--- config.mk ---
export PLATFORM = sky130hd
export DESIGN_NAME = cpu_controller_ws_flat
export DESIGN_NICKNAME = d
export VERILOG_FILES = /design/src/rtl/cpu_controller_ws_pkg.sv /design/src/rtl/cpu_controller_ws_if.sv /design/src/rtl/cpu_controller_ws_alu_decoder.sv /design/src/rtl/cpu_controller_ws.sv /design/src/flat_wrapper.sv
export SDC_FILE = /design/constraint.sdc
export NUM_CORES = 1
export LEC_CHECK = 0
export ABC_AREA = 1
export CORE_ASPECT_RATIO = 0.75
export CORE_MARGIN = 2
export CORE_UTILIZATION = 49
export DETAILED_ROUTE_END_ITERATION = 8
export PLACE_DENSITY = 0.89
export SETUP_SLACK_MARGIN = 0.05
export SLEW_MARGIN = 15
export SYNTH_ARGS = -nofsm -noshare
export SYNTH_HDL_FRONTEND = slang
export SYNTH_SLANG_ARGS = --single-unit
--- constraint.sdc ---
create_clock -name clk -period 6 [get_ports clk]
set_clock_uncertainty 0.15 [all_clocks]
set_input_delay 0.9 -clock clk [delete_from_list [all_inputs] [get_ports clk]]
set_output_delay 0.9 -clock clk [all_outputs]
set_load 0.02 [all_outputs]
--- src/rtl/cpu_controller_ws_pkg.sv ---
// Shared constants for the wait-state capable multicycle CPU controller.
package cpu_ctrl_pkg;

    localparam int unsigned STATE_W = 4;

    // FSM state encodings
    localparam logic [3:0] S_IF     = 4'd0;
    localparam logic [3:0] S_HALT   = 4'd1;
    localparam logic [3:0] S_ID     = 4'd2;
    localparam logic [3:0] S_BRANCH = 4'd3;
    localparam logic [3:0] S_JUMP   = 4'd4;
    localparam logic [3:0] S_C_ALU  = 4'd5;
    localparam logic [3:0] S_C_WB   = 4'd6;
    localparam logic [3:0] S_ST_EX  = 4'd7;
    localparam logic [3:0] S_ST_MEM = 4'd8;
    localparam logic [3:0] S_LD_EX  = 4'd9;
    localparam logic [3:0] S_LD_MEM = 4'd10;
    localparam logic [3:0] S_LD_WB  = 4'd11;
    localparam logic [3:0] S_IMM_EX = 4'd12;
    localparam logic [3:0] S_IMM_WB = 4'd13;
    localparam logic [3:0] S_TRAP   = 4'd14;

    // Opcodes (IR[15:12]); 11xx is the immediate group
    localparam logic [3:0] OP_LD  = 4'b0000;
    localparam logic [3:0] OP_ST  = 4'b0001;
    localparam logic [3:0] OP_JMP = 4'b0010;
    localparam logic [3:0] OP_BR  = 4'b0100;
    localparam logic [3:0] OP_C   = 4'b1000;

    // ALU operation codes
    localparam logic [2:0] ALU_ADD   = 3'b000;
    localparam logic [2:0] ALU_SUB   = 3'b001;
    localparam logic [2:0] ALU_AND   = 3'b010;
    localparam logic [2:0] ALU_OR    = 3'b011;
    localparam logic [2:0] ALU_NOT   = 3'b100;
    localparam logic [2:0] ALU_PASSA = 3'b101;
    localparam logic [2:0] ALU_PASSB = 3'b110;

    // Type-C func bit positions
    localparam int unsigned F_MOVETO   = 0;
    localparam int unsigned F_MOVEFROM = 1;
    localparam int unsigned F_ADD      = 2;
    localparam int unsigned F_SUB      = 3;
    localparam int unsigned F_AND      = 4;
    localparam int unsigned F_OR       = 5;
    localparam int unsigned F_NOT      = 6;
    localparam int unsigned F_NOP      = 7;

    // ALU operation source: fixed code from the FSM or decoded from func
    typedef enum logic {
        AOP_FIXED = 1'b0,
        AOP_FUNC  = 1'b1
    } aluop_e;

endpackage

--- src/rtl/cpu_controller_ws_if.sv ---
// Controller <-> decoder/datapath/memory signal bundle.
interface cpu_controller_ws_if #(
    parameter int unsigned FUNC_W = 9,
    parameter int unsigned CNT_W  = 16
);
    logic [3:0]        opcode;
    logic [FUNC_W-1:0] func;
    logic              zero;
    logic              mem_ready;
    logic              stall_req;

    logic              mem_req;
    logic              AdrSrc, MemWrite, IRWrite, RegWrite, ResultSrc, A3Src;
    logic              PCWrite, Branch, OldPCWrite, MDRWrite;
    logic [1:0]        ALUSrcA, ALUSrcB, ImmSrc, PCSrc;
    logic [2:0]        ALUControl;
    logic              halted, illegal_op, bus_err, retire;
    logic [CNT_W-1:0]  instret;

    modport master (
        input  opcode, func, zero, mem_ready, stall_req,
        output mem_req, AdrSrc, MemWrite, IRWrite, RegWrite, ResultSrc, A3Src,
               PCWrite, Branch, OldPCWrite, MDRWrite,
               ALUSrcA, ALUSrcB, ImmSrc, PCSrc, ALUControl,
               halted, illegal_op, bus_err, retire, instret
    );

    modport slave (
        output opcode, func, zero, mem_ready, stall_req,
        input  mem_req, AdrSrc, MemWrite, IRWrite, RegWrite, ResultSrc, A3Src,
               PCWrite, Branch, OldPCWrite, MDRWrite,
               ALUSrcA, ALUSrcB, ImmSrc, PCSrc, ALUControl,
               halted, illegal_op, bus_err, retire, instret
    );
endinterface

--- src/rtl/cpu_controller_ws_alu_decoder.sv ---
// ALU control decode: fixed FSM code or Type-C one-hot func field.
module alu_decoder
    import cpu_ctrl_pkg::*;
#(
    parameter int unsigned FUNC_W = 9
) (
    input  aluop_e            aluop_i,
    input  logic [2:0]        fixed_i,
    input  logic [FUNC_W-1:0] func_i,
    output logic [2:0]        alu_ctrl_o,
    output logic              no_op_o,
    output logic              move_to_o
);
    logic       one_hot;
    logic [2:0] func_code;

    // Exactly one func bit set; zero or multi-hot falls back to nop
    always_comb one_hot = (func_i != '0) && ((func_i & (func_i - FUNC_W'(1))) == '0);

    // Map the single active func bit to an ALU code
    always_comb begin
        func_code = ALU_ADD;
        no_op_o   = 1'b1;
        move_to_o = 1'b0;
        if (one_hot) begin
            no_op_o = 1'b0;
            case (1'b1)
                func_i[F_MOVETO]:   begin func_code = ALU_PASSA; move_to_o = 1'b1; end
                func_i[F_MOVEFROM]: func_code = ALU_PASSB;
                func_i[F_ADD]:      func_code = ALU_ADD;
                func_i[F_SUB]:      func_code = ALU_SUB;
                func_i[F_AND]:      func_code = ALU_AND;
                func_i[F_OR]:       func_code = ALU_OR;
                func_i[F_NOT]:      func_code = ALU_NOT;
                default:            no_op_o   = 1'b1;
            endcase
        end
    end

    // Select between FSM-supplied and func-derived operation
    always_comb alu_ctrl_o = (aluop_i == AOP_FUNC) ? func_code : fixed_i;

endmodule

--- src/rtl/cpu_controller_ws.sv ---
// Multicycle CPU controller with memory wait states, traps, halt and instret.
module cpu_controller_ws
    import cpu_ctrl_pkg::*;
#(
    parameter int unsigned FUNC_W      = 9,
    parameter int unsigned MEM_TIMEOUT = 15,
    parameter int unsigned CNT_W       = 16
) (
    input  logic              clk,
    input  logic              rst,
    cpu_controller_ws_if.master bus
);
    localparam int unsigned WAIT_W = $clog2(MEM_TIMEOUT + 1) + 1;

    logic [STATE_W-1:0] state_q, state_d;
    logic [WAIT_W-1:0]  wait_q, wait_d;
    logic [CNT_W-1:0]   instret_q, instret_d;
    logic               illegal_q, illegal_d;
    logic               bus_err_q, bus_err_d;
    logic               timeout;
    aluop_e             aluop;
    logic [2:0]         alu_fixed;
    logic [2:0]         alu_ctrl;
    logic               no_op, move_to;

    alu_decoder #(.FUNC_W(FUNC_W)) u_alu_dec (
        .aluop_i    (aluop),
        .fixed_i    (alu_fixed),
        .func_i     (bus.func),
        .alu_ctrl_o (alu_ctrl),
        .no_op_o    (no_op),
        .move_to_o  (move_to)
    );

    // Wait budget exhausted for the current memory access
    always_comb timeout = (MEM_TIMEOUT != 0) && (wait_q == WAIT_W'(MEM_TIMEOUT));

    // Next state, wait counter and datapath controls
    always_comb begin
        state_d        = state_q;
        wait_d         = '0;
        illegal_d      = illegal_q;
        bus_err_d      = bus_err_q;
        aluop          = AOP_FIXED;
        alu_fixed      = ALU_ADD;
        bus.mem_req    = 1'b0;
        bus.AdrSrc     = 1'b0;
        bus.MemWrite   = 1'b0;
        bus.IRWrite    = 1'b0;
        bus.RegWrite   = 1'b0;
        bus.ResultSrc  = 1'b0;
        bus.A3Src      = 1'b0;
        bus.PCWrite    = 1'b0;
        bus.Branch     = 1'b0;
        bus.OldPCWrite = 1'b0;
        bus.MDRWrite   = 1'b0;
        bus.ALUSrcA    = 2'b00;
        bus.ALUSrcB    = 2'b00;
        bus.ImmSrc     = 2'b00;
        bus.PCSrc      = 2'b00;
        bus.halted     = 1'b0;
        bus.retire     = 1'b0;
        case (state_q)
            S_IF: begin
                if (bus.stall_req) begin
                    state_d = S_HALT;
                end else begin
                    bus.mem_req = 1'b1;
                    if (bus.mem_ready) begin
                        bus.IRWrite    = 1'b1;
                        bus.PCWrite    = 1'b1;
                        bus.OldPCWrite = 1'b1;
                        bus.ALUSrcB    = 2'b01;
                        state_d        = S_ID;
                    end else if (timeout) begin
                        bus_err_d = 1'b1;
                        state_d   = S_TRAP;
                    end else begin
                        wait_d = wait_q + WAIT_W'(1);
                    end
                end
            end
            S_HALT: begin
                bus.halted = 1'b1;
                if (!bus.stall_req) state_d = S_IF;
            end
            S_ID: begin
                if      (bus.opcode == OP_LD)      state_d = S_LD_EX;
                else if (bus.opcode == OP_ST)      state_d = S_ST_EX;
                else if (bus.opcode == OP_JMP)     state_d = S_JUMP;
                else if (bus.opcode == OP_BR)      state_d = S_BRANCH;
                else if (bus.opcode == OP_C)       state_d = S_C_ALU;
                else if (bus.opcode[3:2] == 2'b11) state_d = S_IMM_EX;
                else begin
                    illegal_d = 1'b1;
                    state_d   = S_TRAP;
                end
            end
            S_BRANCH: begin
                bus.ALUSrcA = 2'b10;
                alu_fixed   = ALU_SUB;
                bus.PCSrc   = 2'b10;
                bus.Branch  = 1'b1;
                bus.retire  = 1'b1;
                state_d     = S_IF;
            end
            S_JUMP: begin
                bus.PCSrc   = 2'b01;
                bus.PCWrite = 1'b1;
                bus.retire  = 1'b1;
                state_d     = S_IF;
            end
            S_C_ALU: begin
                bus.ALUSrcA = 2'b10;
                aluop       = AOP_FUNC;
                state_d     = S_C_WB;
            end
            S_C_WB: begin
                bus.A3Src    = move_to;
                bus.RegWrite = ~no_op;
                bus.retire   = 1'b1;
                state_d      = S_IF;
            end
            S_ST_EX, S_LD_EX: begin
                bus.ALUSrcB = 2'b10;
                alu_fixed   = ALU_PASSB;
                state_d     = (state_q == S_ST_EX) ? S_ST_MEM : S_LD_MEM;
            end
            S_ST_MEM, S_LD_MEM: begin
                bus.mem_req = 1'b1;
                bus.AdrSrc  = 1'b1;
                if (bus.mem_ready) begin
                    bus.MemWrite = (state_q == S_ST_MEM);
                    bus.MDRWrite = (state_q == S_LD_MEM);
                    bus.retire   = (state_q == S_ST_MEM);
                    state_d      = (state_q == S_ST_MEM) ? S_IF : S_LD_WB;
                end else if (timeout) begin
                    bus_err_d = 1'b1;
                    state_d   = S_TRAP;
                end else begin
                    bus.MemWrite = (state_q == S_ST_MEM);
                    wait_d       = wait_q + WAIT_W'(1);
                end
            end
            S_LD_WB: begin
                bus.ResultSrc = 1'b1;
                bus.RegWrite  = 1'b1;
                bus.retire    = 1'b1;
                state_d       = S_IF;
            end
            S_IMM_EX: begin
                bus.ALUSrcA = 2'b10;
                bus.ALUSrcB = 2'b10;
                // opcode[1:0] 00/01/10/11 lines up with add/sub/and/or
                alu_fixed   = {1'b0, bus.opcode[1:0]};
                state_d     = S_IMM_WB;
            end
            S_IMM_WB: begin
                bus.RegWrite = 1'b1;
                bus.retire   = 1'b1;
                state_d      = S_IF;
            end
            S_TRAP:  state_d = S_TRAP;
            default: state_d = S_TRAP;
        endcase
    end

    // Retired-instruction count, wraps
    always_comb instret_d = instret_q + CNT_W'(bus.retire);

    // State, wait counter, instret and sticky trap flags
    always_ff @(posedge clk or negedge rst) begin
        if (!rst) begin
            state_q   <= S_IF;
            wait_q    <= '0;
            instret_q <= '0;
            illegal_q <= 1'b0;
            bus_err_q <= 1'b0;
        end else begin
            state_q   <= state_d;
            wait_q    <= wait_d;
            instret_q <= instret_d;
            illegal_q <= illegal_d;
            bus_err_q <= bus_err_d;
        end
    end

    assign bus.ALUControl = alu_ctrl;
    assign bus.illegal_op = illegal_q;
    assign bus.bus_err    = bus_err_q;
    assign bus.instret    = instret_q;

endmodule
--- src/flat_wrapper.sv ---
// flat-port wrapper written by rule: the top's interface ports become plain ports
module cpu_controller_ws_flat import cpu_ctrl_pkg::*;
#(
    parameter int unsigned FUNC_W      = 9,
    parameter int unsigned MEM_TIMEOUT = 15,
    parameter int unsigned CNT_W       = 16
)
  (clk, rst, bus_opcode, bus_func, bus_zero, bus_mem_ready, bus_stall_req, bus_mem_req, bus_AdrSrc, bus_MemWrite, bus_IRWrite, bus_RegWrite, bus_ResultSrc, bus_A3Src, bus_PCWrite, bus_Branch, bus_OldPCWrite, bus_MDRWrite, bus_ALUSrcA, bus_ALUSrcB, bus_ImmSrc, bus_PCSrc, bus_ALUControl, bus_halted, bus_illegal_op, bus_bus_err, bus_retire, bus_instret);
  cpu_controller_ws_if #(.FUNC_W(FUNC_W), .CNT_W(CNT_W)) bus_i ();
  input  logic clk;
  input  logic rst;
  input wire logic [$bits(bus_i.opcode)-1:0] bus_opcode;
  input wire logic [$bits(bus_i.func)-1:0] bus_func;
  input wire logic [$bits(bus_i.zero)-1:0] bus_zero;
  input wire logic [$bits(bus_i.mem_ready)-1:0] bus_mem_ready;
  input wire logic [$bits(bus_i.stall_req)-1:0] bus_stall_req;
  output wire logic [$bits(bus_i.mem_req)-1:0] bus_mem_req;
  output wire logic [$bits(bus_i.AdrSrc)-1:0] bus_AdrSrc;
  output wire logic [$bits(bus_i.MemWrite)-1:0] bus_MemWrite;
  output wire logic [$bits(bus_i.IRWrite)-1:0] bus_IRWrite;
  output wire logic [$bits(bus_i.RegWrite)-1:0] bus_RegWrite;
  output wire logic [$bits(bus_i.ResultSrc)-1:0] bus_ResultSrc;
  output wire logic [$bits(bus_i.A3Src)-1:0] bus_A3Src;
  output wire logic [$bits(bus_i.PCWrite)-1:0] bus_PCWrite;
  output wire logic [$bits(bus_i.Branch)-1:0] bus_Branch;
  output wire logic [$bits(bus_i.OldPCWrite)-1:0] bus_OldPCWrite;
  output wire logic [$bits(bus_i.MDRWrite)-1:0] bus_MDRWrite;
  output wire logic [$bits(bus_i.ALUSrcA)-1:0] bus_ALUSrcA;
  output wire logic [$bits(bus_i.ALUSrcB)-1:0] bus_ALUSrcB;
  output wire logic [$bits(bus_i.ImmSrc)-1:0] bus_ImmSrc;
  output wire logic [$bits(bus_i.PCSrc)-1:0] bus_PCSrc;
  output wire logic [$bits(bus_i.ALUControl)-1:0] bus_ALUControl;
  output wire logic [$bits(bus_i.halted)-1:0] bus_halted;
  output wire logic [$bits(bus_i.illegal_op)-1:0] bus_illegal_op;
  output wire logic [$bits(bus_i.bus_err)-1:0] bus_bus_err;
  output wire logic [$bits(bus_i.retire)-1:0] bus_retire;
  output wire logic [$bits(bus_i.instret)-1:0] bus_instret;
  assign bus_i.opcode = bus_opcode;
  assign bus_i.func = bus_func;
  assign bus_i.zero = bus_zero;
  assign bus_i.mem_ready = bus_mem_ready;
  assign bus_i.stall_req = bus_stall_req;
  assign bus_mem_req = bus_i.mem_req;
  assign bus_AdrSrc = bus_i.AdrSrc;
  assign bus_MemWrite = bus_i.MemWrite;
  assign bus_IRWrite = bus_i.IRWrite;
  assign bus_RegWrite = bus_i.RegWrite;
  assign bus_ResultSrc = bus_i.ResultSrc;
  assign bus_A3Src = bus_i.A3Src;
  assign bus_PCWrite = bus_i.PCWrite;
  assign bus_Branch = bus_i.Branch;
  assign bus_OldPCWrite = bus_i.OldPCWrite;
  assign bus_MDRWrite = bus_i.MDRWrite;
  assign bus_ALUSrcA = bus_i.ALUSrcA;
  assign bus_ALUSrcB = bus_i.ALUSrcB;
  assign bus_ImmSrc = bus_i.ImmSrc;
  assign bus_PCSrc = bus_i.PCSrc;
  assign bus_ALUControl = bus_i.ALUControl;
  assign bus_halted = bus_i.halted;
  assign bus_illegal_op = bus_i.illegal_op;
  assign bus_bus_err = bus_i.bus_err;
  assign bus_retire = bus_i.retire;
  assign bus_instret = bus_i.instret;
  cpu_controller_ws #(.FUNC_W(FUNC_W), .MEM_TIMEOUT(MEM_TIMEOUT), .CNT_W(CNT_W)) u_core (.clk(clk), .rst(rst), .bus(bus_i));
endmodule
==> flow_metrics.py, run 1 <==
metrics = {
    "cts": {
        "cts_made_buffers": 3,
        "tritoncts": "yes",
        "post_cts_buffers": 0,
        "cts.repair.resized": 0,
        "clk_latency_ps": 270,
        "cts_sinks": 27,
        "clockBufferDepth": 2,
        "htree_num_levels": 1,
        "clk_transition_reported_paths_ps": 80,
        "cts_root_buf": "clkbuf_8",
        "ctsHoldBuffers": 0,
    },
    "critical_path": {
        "regToRegStartpoint": "u_core.state_q[3]$_DFFE_PN0P_",
        "cp-end-kind": "output port",
        "cpPeakStageDelay_ps": 620,
        "start_kind": "primary input",
        "cp.arrival_ps": 2990,
        "startpoint": "bus_func[0]",
        "rrSetupSlack_ps": 3260,
        "path_depth": 9,
        "crit_family": "buffers and inverters",
        "reg2regPathDepth": 12,
        "crit_type": "in -> out",
        "path_buf_inv": 2,
        "crit_end": "bus_A3Src",
        "worst_r2r_endpoint": "u_core.bus.instret[12]$_DFF_PN0_",
        "crit_path_top_delay_cell": "clkdlybuf4s50_1",
        "crit_fanout": 5,
        "path_common_cell": "nor2_1",
        "path_cells": "clkdlybuf4s50_1 > nor2_1 > nand2_1 > nor2_1 > nor2_1 > nor2_2 > nand2_1 > nor2_1 > clkdlybuf4s50_1",
        "worst_ep_required_time_ps": 4950,
    },
    "layout": {
        "seqCellArea_um2": 676,
        "final-instance-count-excl-fill": 350,
        "fillCellCount": 276,
        "design_area_mm2": 0.00240,
        "layout-drive-gt1-share_pct": 5.16,
        "syn_to_final_growth_pct": 34.6,
        "num_antenna_cells": 0,
        "nets": 332,
        "multi_input_area_um2": 922,
    },
    "power": {
        "power_switching_mw": 0.353,
        "combPwrFrac_pct": 54.2,
        "powerDensity_mw_per_mm2": 336,
        "irDropWorstVdd_mv": 0.278,
        "pwr-share-seq_pct": 33.4,
        "p_int_mw": 0.452,
        "clkPwrFrac_pct": 12.4,
        "switching_share_pct": 43.9,
        "leakagePower_nw": 1.20,
    },
    "placed_design": {
        "dp_hpwl_um": 3490,
        "gp_congestion": 0.884,
        "placed_area_mm2": 0.00235,
        "io_buffers": 55,
        "dpl.cell_count": 346,
    },
    "job": {
        "drv_cap": 0,
    },
    "synth": {
        "synth_seq_cells": 27,
        "yosys.area.top_type": "dfrtp_1",
        "synth_top_area_share_pct": 37.9,
        "synth_area_leaders": "dfrtp_1 38%, nand2_1 12%, nor2_1 8.2%",
        "synthCells": 254,
        "ys_seq_area_share_pct": 37.9,
        "ys.warnings.count": 0,
        "synthesis.area_mm2": 0.00178,
        "avgSynthCellArea_um2": 7.01,
        "synth_cell_types": 26,
    },
    "sta": {
        "period_needed_ps": 4040,
        "clock.fmax_mhz": 247,
        "rsz0062_at_grt": "false",
        "setup_viol": 0,
        "hold_violations": 0,
        "timing.final.crit_share_pct": 67.4,
        "tns_ps": 0,
        "slew_violations": 0,
    },
    "routing": {
        "drc": 0,
        "antenna_left": 0,
        "vias": 1826,
        "firstDrtPassIters": 4,
        "post_drt_wl_per_cell_um": 12.5,
        "dr.first_iter.drc_count": 264,
        "routed_wl_um": 4370,
        "drt-vias-per-instance": 5.22,
    },
    "grt": {
        "grt_pass1_vias": 1760,
        "antenna_found_initial": 0,
        "grt_pass1_wl_um": 7320,
        "grt_max_degree": 28,
        "grt-ovfl-total": 0,
        "grtUsageTotal_pct": 22.5,
    },
    "die": {
        "die_area_mm2": 0.00414,
        "io_pins": 60,
        "start_util_pct": 52.7,
        "num_rows": 18,
        "die_w_um": 73.6,
        "core_mm2": 0.00338,
        "die_h_um": 56.2,
    },
    "min_path": {
        "hold_path.class": "reg -> reg",
    },
    "outcome": {
        "outcome": "finished clean",
    },
}
worst min-delay path by stage:
stage / slack, ps / start / end / depth (start not counted)
3_3_place_gp: 300 / u_core.wait_q[0]$_DFF_PN0_ / u_core.wait_q[0]$_DFF_PN0_ / 1
6_report: 330 / u_core.bus.illegal_op$_DFFE_PN0P_ / u_core.bus.illegal_op$_DFFE_PN0P_ / 1
2_1_floorplan: 280 / u_core.wait_q[0]$_DFF_PN0_ / u_core.wait_q[0]$_DFF_PN0_ / 1
5_1_grt: 350 / u_core.bus.illegal_op$_DFFE_PN0P_ / u_core.bus.illegal_op$_DFFE_PN0P_ / 1
3_5_place_dp: 310 / u_core.wait_q[0]$_DFF_PN0_ / u_core.wait_q[0]$_DFF_PN0_ / 1
4_1_cts: 340 / u_core.bus.illegal_op$_DFFE_PN0P_ / u_core.bus.illegal_op$_DFFE_PN0P_ / 1
Yosys cell counts:
cell type	instances
nor3_4	1
conb_1	1
xor2_1	9
nor2_1	39
nor2_2	4
nand3_1	27
o2111ai_1	1
o21a_1	2
buf_4	6
ha_1	3
inv_1	38
nand4_1	3
nor3_1	6
inv_2	1
o21ai_0	5
nand2_2	2
a21boi_0	1
o21ai_2	1
dfrtp_1	27
a21oi_1	9
nand2_1	59
a31o_2	1
nand4_2	1
nor3_2	1
xnor2_1	4
o22ai_1	2
area by class of cell:
| cell class | instances | area share, % |
|---|---|---|
| clock buffer | 4 | 1.88 |
| sequential | 27 | 28.2 |
| multi-input combinational | 184 | 38.5 |
| inverter | 39 | 6.11 |
| tap | 40 | 2.09 |
| timing repair buffer | 56 | 23.3 |
flip-flops by register name, summed over array words and instances (netlist names):
| signal | count |
|---|---|
| u_core.bus.instret | 16 |
| u_core.bus.illegal_op | 1 |
| u_core.wait_q | 5 |
| u_core.state_q | 4 |
| u_core.bus.bus_err | 1 |
cells in the final DEF (no fill, tap or decap):
master,netlist,routed
ha_1,3,3
nor3_4,1,1
buf_4,6,1
nand2_1,59,59
o2111ai_1,1,1
xor2_1,9,9
o21ai_0,5,5
o21ai_2,1,1
nand2_2,2,2
nor2_1,39,39
nor3_2,1,1
clkbuf_1,0,1
nand3_1,27,27
a31o_2,1,1
xnor2_1,4,4
nand4_1,3,3
conb_1,1,3
a21oi_1,9,9
o21a_1,2,2
nor2_2,4,4
dfrtp_1,27,27
nand4_2,1,1
inv_1,38,38
o22ai_1,2,2
nor3_1,6,6
inv_2,1,1
a21boi_0,1,1
clkbuf_8,0,3
clkdlybuf4s50_1,0,55
power groups by stage:
stage	logic (mW)	registers, mW	clock network (mW)
5_1_grt	0.473	0.275	0.113
2_1_floorplan	0.227	0.293	0
3_3_place_gp	0.424	0.268	0
6_report	0.437	0.269	0.0997
4_1_cts	0.437	0.268	0.104
3_5_place_dp	0.434	0.269	0
logic make-up after synthesis:
logic type	Yosys count	synth area share, %
and+or+nand+nor	143	35.3
buffers and inverters	45	10.7
DFF	27	37.9
AOI/OAI and AO/OA	22	7.37
xor gates and xnor gates	13	6.39
adders and majority gates	3	2.11
other	1	0.210
per-stage QoR:
step                      hold WS (ps)  power (mW)  utilization, %  setup slack, ps
after floorplan                    280       0.520               -             3130
after CTS                          340       0.809            71.0             2000
final                              335       0.805            71.0             1960
after global routing               351       0.861            71.0             1810
after detailed placement           308       0.703            69.6             2000
after global placement             296       0.691            69.6             2030
metal layers:
layer	track usage, %	up-vias	share of wire [%]
met4	7.53	0	0.37
li1	-	905	-
met2	34.8	68	45
met1	31.0	851	47
met3	5.25	2	7.3
met5	0	-	0
No activity file was read; power rests on OpenSTA's default activity.
==> inputs of run 2 (changes only) <==
- CORE_UTILIZATION: 49 -> 41
- PLACE_DENSITY: 0.89 -> 0.8
- clock period: 6 -> 3.5 ns (I/O delays scaled with it)
==> run 2 against run 1 <==
Against the previous run: setup slack lost 1700 ps; wire length shrank 5.1%; cell count grew 4.3%; via count shrank 2.6%; worst hold slack lost 22 ps; largest power group unchanged; non-clock buffer count is the same.
==> flow_metrics.py, run 2 (synthesis results as in run 1) <==
metrics = {
    "cts": {
        "cts_made_buffers": 3,
        "tritoncts": "yes",
        "cts_sinks": 27,
        "cts_root_buf": "clkbuf_8",
        "clockBufferDepth": 2,
        "clk_latency_ps": 260,
        "ctsHoldBuffers": 0,
        "clk_transition_reported_paths_ps": 80,
        "cts.repair.resized": 0,
        "htree_num_levels": 1,
        "post_cts_buffers": 0,
    },
    "sta": {
        "timing.final.crit_share_pct": 92.9,
        "slew_violations": 0,
        "tns_ps": 0,
        "rsz0062_at_grt": "false",
        "setup_viol": 0,
        "period_needed_ps": 3250,
        "fin_ws_ps": 248,
        "hold_violations": 0,
        "clock.fmax_mhz": 308,
    },
    "critical_path": {
        "crit_fanout": 5,
        "reg2regPathDepth": 13,
        "cpPeakStageDelay_ps": 600,
        "worst_ep_required_time_ps": 2820,
        "crit_path_top_delay_cell": "clkdlybuf4s50_1",
        "start_kind": "primary input",
        "path_common_cell": "nor2_1",
        "crit_type": "in -> out",
        "path_cells": "clkdlybuf4s50_1 > nor2_1 > nand2_1 > nor2_1 > nor2_1 > nor2_2 > nand3_1 > nand2_1 > clkdlybuf4s50_1",
        "cp.arrival_ps": 2580,
        "cp-end-kind": "output port",
    },
    "min_path": {
        "hold_path.class": "reg -> reg",
        "min_path_cells": 1,
    },
    "routing": {
        "antenna_left": 0,
        "firstDrtPassIters": 5,
        "wl_met1_um": 2110,
        "dr.first_iter.drc_count": 148,
        "top_layer_used": "met4",
        "drc": 0,
        "vias": 1778,
        "drt-vias-per-instance": 4.87,
        "dr_wl_met3_um": 280,
        "post_drt_wl_per_cell_um": 11.4,
        "routed_wl_um": 4150,
        "met2WireLength_um": 1740,
    },
    "die": {
        "die_area_mm2": 0.00489,
        "io_pins": 60,
        "die_w_um": 80.1,
        "num_rows": 20,
        "start_util_pct": 43.4,
        "die_h_um": 61.1,
        "core_mm2": 0.00410,
    },
    "layout": {
        "num_antenna_cells": 0,
        "most-common-layout-cells": "59 x nand2_1, 55 x clkdlybuf4s50_1, 39 x nor2_1",
        "largest_reg_flops": 16,
        "syn_to_final_growth_pct": 35.6,
        "mostFrequentLayoutCell": "nand2_1",
        "seqCellArea_um2": 676,
        "layout-drive-gt1-share_pct": 5.16,
        "nets": 332,
        "multi_input_area_um2": 922,
        "fillCellCount": 389,
    },
    "power": {
        "leakagePower_nw": 1.20,
        "powerDensity_mw_per_mm2": 566,
        "irDropWorstVdd_mv": 0.448,
    },
    "placed_design": {
        "dp_hpwl_um": 3390,
        "pre_cts_ws_ps": 294,
        "io_buffers": 55,
        "gp_congestion": 0.909,
    },
    "outcome": {
        "outcome": "finished clean",
    },
    "grt": {
        "antenna_found_initial": 0,
        "grtUsageTotal_pct": 18.1,
        "grt_pass1_wl_um": 7010,
        "grt-ovfl-total": 0,
        "grt_pass1_vias": 1592,
        "grt_max_degree": 28,
    },
    "job": {
        "drv_cap": 0,
    },
}
-- run 2: cell counts in the layout (fill, tap and decap cells not counted) --
No cell type changed its count.
-- run 2: area by class of cell --
cell class | instances | area share [%]
multi-input combinational | 184 | 38.2
timing repair buffer | 56 | 23.1
sequential | 27 | 28.0
clock buffer | 4 | 1.86
inverter | 39 | 6.06
tap | 55 | 2.85
-- run 2: through the flow --
step	cells	power, mW	area [µm²]	hold WS (ps)	util [%]
3_3_place_gp	361	1.19	2370	296	57.8
6_report	365	1.37	2420	313	58.9
5_1_grt	365	1.47	2420	351	58.9
2_1_floorplan	256	0.892	1790	79.4	-
4_1_cts	365	1.38	2420	315	58.9
3_5_place_dp	361	1.20	2370	303	57.8
-- run 2: critical path: cells and delay by family --
kind / cells / cell delay [ps]
simple gates: 7 / 940
buf+inv: 2 / 1110
-- run 2: path summary, 6_finish.rpt --
kind | start | endpoint | slack, ps
max | bus_func[0] | bus_ALUControl[2] | 250
min | u_core.wait_q[0]$_DFF_PN0_ | u_core.wait_q[0]$_DFF_PN0_ | 310
max reg2reg | u_core.state_q[3]$_DFFE_PN0P_ | u_core.bus.instret[14]$_DFF_PN0_ | 780
min reg2reg | u_core.wait_q[0]$_DFF_PN0_ | u_core.wait_q[0]$_DFF_PN0_ | 310
max in group asynchronous | rst | u_core.bus.instret[7]$_DFF_PN0_ | 2470
min in group asynchronous | rst | u_core.bus.bus_err$_DFFE_PN0P_ | 480
-- run 2: layer usage --
layer | GRT usage, % | vias up
li1 | - | 910
met1 | 27.6 | 797
met3 | 3.08 | 2
met2 | 27.5 | 69
met5 | 0 | -
met4 | 3.39 | 0
-- run 2: report_power, final --
group,switching (mW),leakage [nW],internal [mW]
combinational,0.429,0.844,0.312
clock,0.0891,0.0228,0.0813
sequential,0.0743,0.337,0.382
==> inputs of run 3 (changes only) <==
- CAP_MARGIN: unset -> 20
- HOLD_SLACK_MARGIN: unset -> 0.1
==> results of run 3 <==
No change in the layout: final DEF, timing and power equal those of run 2.
